==> src/rtl/pipe_hazard_ctrl_pkg.sv <==
// Shared types and constants for the pipeline hazard controller.
package pipe_hazard_ctrl_pkg;

    typedef enum logic {
        RUN     = 1'b0,
        MD_BUSY = 1'b1
    } state_e;

    localparam int REG_IDX_W      = 5;
    localparam int MD_LATENCY_DEF = 4;

endpackage

==> src/rtl/md_freeze_timer.sv <==
// MUL/DIV freeze sequencer: a start in RUN freezes the front end for MD_LATENCY
// cycles in total (start cycle included); done pulses on the last frozen cycle.
module md_freeze_timer
    import pipe_hazard_ctrl_pkg::*;
#(
    parameter int MD_LATENCY = MD_LATENCY_DEF,
    parameter int CNT_W      = 4
) (
    input  logic clk,
    input  logic rst,
    input  logic start_i,
    output logic busy_o,
    output logic done_o
);

    state_e             state_q, state_d;
    logic [CNT_W-1:0]   cnt_q,   cnt_d;

    always_ff @(posedge clk or posedge rst) begin
        if (rst) begin
            state_q <= RUN;
            cnt_q   <= '0;
        end else begin
            state_q <= state_d;
            cnt_q   <= cnt_d;
        end
    end

    always_comb begin
        state_d = state_q;
        cnt_d   = cnt_q;
        busy_o  = 1'b0;
        done_o  = 1'b0;
        unique case (state_q)
            RUN: begin
                if (start_i) begin
                    state_d = MD_BUSY;
                    cnt_d   = CNT_W'(MD_LATENCY - 1);
                end
            end
            MD_BUSY: begin
                busy_o = 1'b1;
                cnt_d  = cnt_q - 1'b1;
                if (cnt_q == CNT_W'(1)) begin
                    done_o  = 1'b1;
                    state_d = RUN;
                end
            end
            default: state_d = RUN;
        endcase
    end

endmodule

==> src/rtl/pipe_hazard_ctrl.sv <==
// Pipeline hazard controller: load-use stall, branch flush and MUL/DIV freeze.
// Optional stalled-cycle counter enabled by defining PIPE_HAZARD_PERF_CNT_EN.
module pipe_hazard_ctrl
    import pipe_hazard_ctrl_pkg::*;
#(
    parameter int MD_LATENCY = MD_LATENCY_DEF,
    parameter int CNT_W      = 4
) (
    input  logic                 clk,
    input  logic                 rst,
    input  logic                 id_valid,
    input  logic [REG_IDX_W-1:0] id_rs1,
    input  logic [REG_IDX_W-1:0] id_rs2,
    input  logic                 id_use_rs1,
    input  logic                 id_use_rs2,
    input  logic [REG_IDX_W-1:0] ex_rd,
    input  logic                 ex_mem_read,
    input  logic                 ex_md_start,
    input  logic                 ex_branch_taken,
    output logic                 pc_en,
    output logic                 if_id_en,
    output logic                 if_id_flush,
    output logic                 id_ex_en,
    output logic                 id_ex_bubble,
    output logic                 md_busy,
    output logic                 md_done,
    output logic [15:0]          stall_cycles
);

    logic lu;
    logic md_start;
    logic timer_busy;
    logic timer_done;

    assign lu = id_valid && ex_mem_read && (ex_rd != '0) &&
                ((id_use_rs1 && (id_rs1 == ex_rd)) ||
                 (id_use_rs2 && (id_rs2 == ex_rd)));

    // A taken branch outranks a MUL/DIV start in the same cycle.
    assign md_start = ex_md_start && !ex_branch_taken;

    md_freeze_timer #(
        .MD_LATENCY (MD_LATENCY),
        .CNT_W      (CNT_W)
    ) u_md_timer (
        .clk     (clk),
        .rst     (rst),
        .start_i (md_start),
        .busy_o  (timer_busy),
        .done_o  (timer_done)
    );

    always_comb begin
        pc_en        = 1'b1;
        if_id_en     = 1'b1;
        if_id_flush  = 1'b0;
        id_ex_en     = 1'b1;
        id_ex_bubble = 1'b0;
        md_busy      = 1'b0;
        md_done      = 1'b0;
        if (rst) begin
            pc_en        = 1'b0;
            if_id_en     = 1'b0;
            id_ex_en     = 1'b0;
            id_ex_bubble = 1'b1;
            if_id_flush  = 1'b1;
        end else if (timer_busy) begin
            pc_en    = 1'b0;
            if_id_en = 1'b0;
            id_ex_en = 1'b0;
            md_busy  = 1'b1;
            md_done  = timer_done;
        end else if (ex_branch_taken) begin
            if_id_flush  = 1'b1;
            id_ex_bubble = 1'b1;
        end else if (ex_md_start) begin
            pc_en    = 1'b0;
            if_id_en = 1'b0;
            id_ex_en = 1'b0;
            md_busy  = 1'b1;
        end else if (lu) begin
            pc_en        = 1'b0;
            if_id_en     = 1'b0;
            id_ex_bubble = 1'b1;
        end
    end

`ifdef PIPE_HAZARD_PERF_CNT_EN
    logic [15:0] stall_q, stall_d;

    always_comb begin
        stall_d = stall_q;
        if (!pc_en && (stall_q != 16'hFFFF))
            stall_d = stall_q + 16'd1;
    end

    always_ff @(posedge clk or posedge rst) begin
        if (rst) stall_q <= '0;
        else     stall_q <= stall_d;
    end

    assign stall_cycles = stall_q;
`else
    assign stall_cycles = '0;
`endif

endmodule

==> config.mk <==
export PLATFORM = sky130hd
export DESIGN_NAME = pipe_hazard_ctrl
export DESIGN_NICKNAME = d
export VERILOG_FILES = /design/src/rtl/pipe_hazard_ctrl_pkg.sv /design/src/rtl/md_freeze_timer.sv /design/src/rtl/pipe_hazard_ctrl.sv
export SDC_FILE = /design/constraint.sdc
export NUM_CORES = 1
export LEC_CHECK = 0
export ABC_CLOCK_PERIOD_IN_PS = 2000
export CAP_MARGIN = 10
export CELL_PAD_IN_SITES_DETAIL_PLACEMENT = 1
export CELL_PAD_IN_SITES_GLOBAL_PLACEMENT = 1
export CORE_MARGIN = 4
export CORE_UTILIZATION = 39
export CTS_CLUSTER_DIAMETER = 40
export DETAILED_ROUTE_END_ITERATION = 10
export DONT_BUFFER_PORTS = 1
export PLACE_DENSITY = 0.75
export SKIP_LAST_GASP = 1
export SYNTH_ARGS = -nofsm -noshare
export SYNTH_HDL_FRONTEND = slang
export SYNTH_SLANG_ARGS = --single-unit
==> constraint.sdc <==
create_clock -name clk -period 2 [get_ports clk]
set_clock_uncertainty 0.05 [all_clocks]
set_input_delay 0.4 -clock clk [delete_from_list [all_inputs] [get_ports clk]]
set_output_delay 0.4 -clock clk [all_outputs]
set_load 0.01 [all_outputs]
### Word-level counts from Yosys, hierarchy flattened

Cells that the tools add are included.

* output and inout port bits: 23
* register bits: 5
* logic and storage cells: 48
* input bits: 23

* multiplexer cells: 31
* add/sub/neg operators: 1
* equality and inequality tests: 4
* bitwise logic cells: 1
* reductions and logical operators: 9

Operators by type and width (count)
* $mux W1: 28
* $eq A5 B5 Y1: 2
* $pmux W4 S2: 1
* $logic_and A1 B1 Y1: 6
* $reduce_bool A5 Y1: 1
* $eq A4 B1 Y1 const B: 1
* $mux W4: 1
* $sub A4 B1 Y4 const B: 1
* $ne A2 B2 Y1 const B: 1
* $pmux W1 S2: 1
* $logic_not A1 Y1: 1
* $logic_or A1 B1 Y1: 1
* $not A1 Y1: 1

### Longest topological paths before layout

Gate-level depths: netlist (run 1).

* depth after elaboration: 9
* depth in mapped cells: 5
* depth with buffers taken out: 4

### Cells and area by module

A second synthesis (run 1) with hierarchy kept.

* cells, all modules: 72
* area total of the unflattened synthesis: 596.8 µm²

By module, submodules not included
* pipe_hazard_ctrl: times used 1, sequential area each 0.0 µm², cells an instance 45, area each 336.6 µm²
* md_freeze_timer: times used 1, sequential area each 125.1 µm², cells an instance 27, area each 260.2 µm²

### Worst setup path after synthesis (run 1)

OpenSTA, ideal clock, no wires.

* path kind: input -> output
* from: input ex_rd[1]
* to: output pc_en
* arrival time: 1.424 ns
* slack: 0.126 ns
* stages: 4
* buffers on the path: 1
* required time: 1.550 ns
* cells stage by stage: or4_1 > o211ai_2 > o31a_1 > buf_4

* word-level cells in the longest chain between the ends: 9
* elaborated cells between the ends (all ways): 13
* classes of those cells: 2 x eq/ne; 5 x mux; 6 x reduce/logical

RTL lines
* start, declared: line pipe_hazard_ctrl.sv:16 `input logic [REG_IDX_W-1:0] ex_rd,`
* $eq A5 B5 Y1, on equally long branches: line pipe_hazard_ctrl.sv:36, pipe_hazard_ctrl.sv:37
* $logic_and A1 B1 Y1, on equally long branches: line pipe_hazard_ctrl.sv:36, pipe_hazard_ctrl.sv:37
* $logic_or A1 B1 Y1: line pipe_hazard_ctrl.sv:36 `((id_use_rs1 && (id_rs1 == ex_rd)) ||`
* $logic_and A1 B1 Y1 *: line pipe_hazard_ctrl.sv:35 `assign lu = id_valid && ex_mem_read && (ex_rd != '0) &&`
* $mux W1 * (5 in a row)
* end, declared: line pipe_hazard_ctrl.sv:20 `output logic pc_en,`

Every way passes the cells marked *; elsewhere a longest branch is shown, timed or not.

### Final worst setup path (run 1)

* from: register u_md_timer.state_q
* to: output pc_en

* word-level cells in the longest chain between the ends: 3

RTL lines
* start, declared: line md_freeze_timer.sv:16 `state_e state_q, state_d;`
* start signal, assigned: line md_freeze_timer.sv:24 `state_q <= state_d;`
* $mux W1: line md_freeze_timer.sv:34 `unique case (state_q)`
* $mux W1 (2 in a row)

Every way passes these cells.

==> run_results.csv, run 1 <==
group,metric,value,unit
global_route,grt_start_max_net_pins,9,
global_route,grt_pass1_vias,441,
route,wl_met2,589,µm
synthesis,synth-seq-cells,5,
cts,clk_pin_slew,40,ps
setup_path,cp-start-kind,"flip-flop",
cts,clk_latency,250,ps
setup_path,rr_worst_depth,4,
synthesis,synth_cells,66,
setup_path,cp-end-kind,"output pin",
synthesis,ys_async_sr_fraction,100,%
route,via_per_inst,4.99,
synthesis,synth-edff-count,0,
synthesis,ys_types,26,
route,dr.pass1.iters,3,
sta,drv_slew,0,
global_route,grt-ovfl-total,0,
power,total_leakage_power,0.276,nW
min_path,holdCritPathClass,"input port to flip-flop",
route,wl,1210,µm
synthesis,synth_area,562,µm²
sta,hold_viol_final,0,
setup_path,crit_required,1550,ps
synthesis,synth_most_common_cell,"buf_4",
place,dp_slack,128,ps
cts,root_buffer,"clkbuf_4",
layout,final_util,42.0,%
layout,final_cell_area,561,µm²
die,std_cell_rows,13,
route,drt_iter0_markers,1,
route,wl_met3,144,µm
synthesis,yosys_warnings,0,
sta,setup_viol,0,
setup_path,crit_arrival,1460,ps
place,numPortBuffers,0,
synthesis,synth.area.top_cells,"buf_4, dfrtp_1, xor2_1",
die,start_util,42.1,%
route,vias,429,
route,top_layer_used,"met4",
layout,fin_cells,86,
power,power.density,988,nW/µm²
route,ant_nets,0,
min_path,whs_path_depth,3,
cts,post_cts_buffers,0,
sta,rsz0062_at_grt,"false",
layout,drive_above_1_share,9.86,%
sta,layout_setup_ws,87.1,ps
power,irDropWorstVdd,0.527,mV
synthesis,ys_top_cells_by_count,"buf_4, xor2_1, dfrtp_1, inv_1, nor2_1",
synthesis,avgSynthCellArea,8.51,µm²
layout,layout.nets,97,
setup_path,critPathKind,"flip-flop to output pin",
die,dieArea,2110,µm²
outcome,status,"completed",
cts,post_cts_resized,0,
place,placed_cell_area,524,µm²
cts,cts.sinks,5,
setup_path,crit_slowest_cell,"dfrtp_1",
synthesis,yosysTopAreaCell,"buf_4",
sta,finalCritPeriodShare,95.6,%
global_route,grt_pass1_wl,1890,µm
layout,area_growth,-0.223,%
sta,tns,0,ps
place,dp_hpwl,1030,µm
global_route,grt_util_all_layers,13.5,%
cts,htreeDepth,1,
sta,max_freq,523,MHz
setup_path,crit_path_max_fanout,8,
place,place_congestion,0.652,
die,chipWidth,46.0,µm
setup_path,cp_cell_sequence,"a21o_1 -> nor2_1 -> o31a_1",
setup_path,slowest_delay,460,ps
layout,n_antenna_cell,0,
die,ios,46,
route,wl_per_cell,14.0,µm
synthesis,synth.top_cell.area_share,22.7,%
synthesis,synthFlopType,"dfrtp_1",
place,dp.cells,81,
global_route,antenna_found_initial,0,
die,core-area,1330,µm²
synthesis,seq_area_frac_synth,22.3,%
die,dieHeight,46.0,µm
cts,cts_buffers,3,
route,met1Wirelength,428,µm
sta,period_minus_slack,1910,ps
cts,clockBufferDepth,2,
cts,tritoncts,"done",
route,drcViolationCount,0,
job,maxCapViolations,0,
## stage by stage
step	hold slack, ps	total power (W)
global placement	161	0.000426
floorplan	134	0.000405
finish	430	0.000554
detailed placement	160	0.000440
CTS	430	0.000566
global route	428	0.000621
## per-layer routing
layer  global-route usage, %  vias up
met5                       0        -
met1                    14.9      199
met4                    11.9        0
li1                        -      197
met3                    7.91        4
met2                    17.9       29
## where the power goes
part / switching, W / leakage [nW] / total [W] / internal, W
Sequential: 0.0000547 / 0.0587 / 0.000204 / 0.000150
Combinational: 0.000124 / 0.202 / 0.000232 / 0.000108
Clock: 0.0000423 / 0.0150 / 0.000118 / 0.0000755
Total: 0.000220 / 0.276 / 0.000554 / 0.000333
## flip-flops by register name (all words and copies together) (netlist names)
register	flops
u_md_timer.state_q	1
u_md_timer.cnt_q	4
## layout by cell type, fill, tap and decap left out
cell type      Yosys  final
clkbuf_4           0      3
a22oi_1            1      1
a22o_1             1      1
and2_0             1      1
ha_1               2      2
nor4bb_1           1      1
and2_1             1      1
or4_1              1      1
xnor2_1            2      2
conb_1             1     16
a32oi_1            1      1
nand2_1            1      1
buf_4             17      2
nor3_1             1      1
nor4_2             1      1
o31ai_1            1      1
dlygate4sd3_1      0      1
o31a_1             1      1
a21oi_1            3      3
o211ai_2           1      1
nor4_1             1      1
clkbuf_1           0      1
nor2_1             4      4
o21ai_0            2      2
inv_1              5      5
a21o_1             1      1
dfrtp_1            5      5
nor2b_1            1      1
xor2_1             9      9
## critical path: cells and delay by family, from the launching register on
| kind | cells | cell delay (ps) |
|---|---|---|
| compound gates | 2 | 530 |
| simple gates | 1 | 230 |
| flops | 1 | 460 |
## final timing paths
kind	from	end	slack, ps
min	ex_md_start	u_md_timer.cnt_q[0]$_DFFE_PP0P_	430
min reg2reg	u_md_timer.cnt_q[3]$_DFFE_PP0P_	u_md_timer.cnt_q[3]$_DFFE_PP0P_	440
max	u_md_timer.state_q$_DFF_PP0_	pc_en	90
max reg2reg	u_md_timer.cnt_q[0]$_DFFE_PP0P_	u_md_timer.cnt_q[3]$_DFFE_PP0P_	820
max in group asynchronous	rst	u_md_timer.cnt_q[1]$_DFFE_PP0P_	1270
min in group asynchronous	rst	u_md_timer.cnt_q[2]$_DFFE_PP0P_	450
## cells by family (layout without fill, tap and decap cells)
family,after synthesis,after routing,synth area share [%]
buffers and inverters,22,12,26.1
and+or+nand+nor,13,13,14.0
AOI/OAI and AO/OA,12,12,15.4
xor gates and xnor gates,11,11,17.2
DFF,5,5,22.3
adders and majority gates,2,2,4.45
other,1,16,0.668
## cell type report
type	count	area (µm²)
timing repair buffer	3	25.0
sequential	5	125
fill	171	773
tap	15	18.8
inverter	5	18.8
clock buffer	4	26.3
multi-input combinational	54	347
## repair_timing
item	4_1_cts	5_1_grt
hold buffers	1	0
setup endpoints to repair	0	0
endpoints found under the hold margin	5	0
Power figures use the tool's default switching activity.
==> run 2: changes to the inputs <==
- CTS_CLUSTER_SIZE: default -> 28
- MAX_ROUTING_LAYER: default -> met4
==> run 2 against run 1 <==
Against the previous run: worst setup slack improved by 0.56 ps; die area unchanged; global-route usage up 0.39 points; core utilization stayed put; first-iteration DRC count stayed put; routed wire length unchanged; register-to-register slack is essentially flat; power about the same; clock power barely moved; design area unchanged.
==> run_results.csv, run 2 (synthesis gave the netlist of run 1 again) <==
group,metric,value,unit
layout,layout.nets,97,
route,wl_per_cell,14.0,µm
die,start_util,42.1,%
layout,area_growth,-0.223,%
cts,clk_pin_slew,40,ps
min_path,hold_end,"u_md_timer.cnt_q[0]$_DFFE_PP0P_",
setup_path,rr_worst_depth,4,
cts,clockBufferDepth,2,
global_route,grt.busiest_layer,"met2",
place,dp.cells,81,
sta,tns,0,ps
route,ant_nets,0,
route,drt_iter0_markers,1,
cts,root_buffer,"clkbuf_4",
route,via_per_inst,4.99,
sta,rsz0062_at_grt,"false",
die,chipWidth,46.0,µm
layout,fin_cells,86,
die,core-area,1330,µm²
setup_path,crit_buf_inv,0,
setup_path,crit_arrival,1460,ps
power,total_leakage_power,0.276,nW
sta,max_freq,523,MHz
global_route,grt_pass1_vias,442,
layout,layout_common_cells,"conb_1, xor2_1, inv_1, dfrtp_1, nor2_1",
layout,final_util,42.0,%
setup_path,worst_r2r_endpoint,"u_md_timer.cnt_q[3]$_DFFE_PP0P_",
layout,largest_reg_flops,4,
min_path,whs_path_depth,3,
cts,cts.sinks,5,
cts,tritoncts,"done",
place,place_congestion,0.658,
place,numPortBuffers,0,
cts,htreeDepth,1,
global_route,use_met1,15.6,%
cts,post_cts_resized,0,
setup_path,crit_required,1550,ps
route,drcViolationCount,0,
job,maxCapViolations,0,
layout,reg_top3,"u_md_timer.cnt_q: 4 flops, u_md_timer.state_q: 1 flops",
route,wl,1210,µm
global_route,grt_pass1_wl,1890,µm
sta,setup_viol,0,
power,power.density,988,nW/µm²
global_route,grt_util_all_layers,13.9,%
setup_path,r2r_setup_slack,820,ps
route,dr.pass1.iters,3,
global_route,grt_start_max_net_pins,9,
layout,mostFrequentLayoutCell,"conb_1",
cts,cts_buffers,3,
global_route,antenna_found_initial,0,
die,dieArea,2110,µm²
global_route,grtUsageMet2,17.9,%
min_path,holdCritPathClass,"input port to flip-flop",
setup_path,critPathKind,"flip-flop to output pin",
place,dp_hpwl,1030,µm
global_route,grt-ovfl-total,0,
setup_path,slowest_delay,460,ps
sta,period_minus_slack,1910,ps
setup_path,crit_path_max_fanout,8,
layout,regMostFlops,"u_md_timer.cnt_q",
setup_path,cp-end-kind,"output pin",
cts,clk_latency,250,ps
die,std_cell_rows,13,
outcome,status,"completed",
min_path,min-delay-start,"ex_md_start",
layout,n_antenna_cell,0,
setup_path,rr_startpoint,"u_md_timer.cnt_q[0]$_DFFE_PP0P_",
setup_path,crit_slowest_cell,"dfrtp_1",
layout,drive_above_1_share,9.86,%
setup_path,cp_cell_sequence,"a21o_1 -> nor2_1 -> o31a_1",
cts,post_cts_buffers,0,
sta,drv_slew,0,
power,irDropWorstVdd,0.527,mV
sta,hold_viol_final,0,
die,ios,46,
die,dieHeight,46.0,µm
sta,finalCritPeriodShare,95.6,%
global_route,use_met3,6.72,%
setup_path,cp-start-kind,"flip-flop",
setup_path,critPathTopFamily,"compound AO/OA/AOI/OAI gates",
route,vias,429,
## run 2: cell counts in the layout (fill, tap and decap cells not counted)
Identical to the previous run, type by type.
## run 2: area by class of cell
| cell class | instances | area (µm²) |
|---|---|---|
| fillers | 171 | 773 |
| multi-input cells | 54 | 347 |
| flip-flops and latches | 5 | 125 |
| clock buffers | 4 | 26.3 |
| repair buffers | 3 | 25.0 |
| inverters | 5 | 18.8 |
| well taps | 15 | 18.8 |
## run 2: routing by layer
metal / wire [µm] / part of all wire (%)
met2: 589 / 49
met1: 441 / 37
met5: 0 / 0
met3: 131 / 11
met4: 42 / 3.5
## run 2: what timing repair did
action / CTS / global route
setup endpoints to repair: 0 / 0
hold buffers: 1 / 0
endpoints found under the hold margin: 5 / 0
## run 2: power breakdown
group | internal, W | switching (W) | leakage (nW) | total, W
Sequential | 0.000150 | 0.0000547 | 0.0587 | 0.000204
Clock | 0.0000755 | 0.0000423 | 0.0150 | 0.000118
Combinational | 0.000108 | 0.000124 | 0.202 | 0.000232
Total | 0.000333 | 0.000221 | 0.276 | 0.000554
## run 2: tightest hold or removal path, delay by kind of cell
family / cells / cell delay (ps)
AND/OR/NAND/NOR: 1 / 50
AO/OA/AOI/OAI: 2 / 230
## run 2: per-stage QoR
step                hold slack, ps  cell area (µm²)  setup slack, ps  power (W)
floorplan                      134              618              126   0.000405
global placement               161              524              163   0.000426
detailed placement             160              524              128   0.000440
CTS                            430              561             67.2   0.000566
global route                   428              561             11.7   0.000620
finish                         431              561             87.6   0.000554
## run 2: how the worst max path moves through the flow
stage                            startpoint            to  slack, ps  cells past startpoint
2_1_floorplan                      ex_rd[1]         pc_en        130                      4
3_3_place_gp                       ex_rd[2]  id_ex_bubble        160                      5
5_1_grt        u_md_timer.state_q$_DFF_PP0_         pc_en         10                      3
4_1_cts        u_md_timer.state_q$_DFF_PP0_         pc_en         70                      3
6_report       u_md_timer.state_q$_DFF_PP0_         pc_en         90                      3
3_5_place_dp                       ex_rd[2]  id_ex_bubble        130                      5
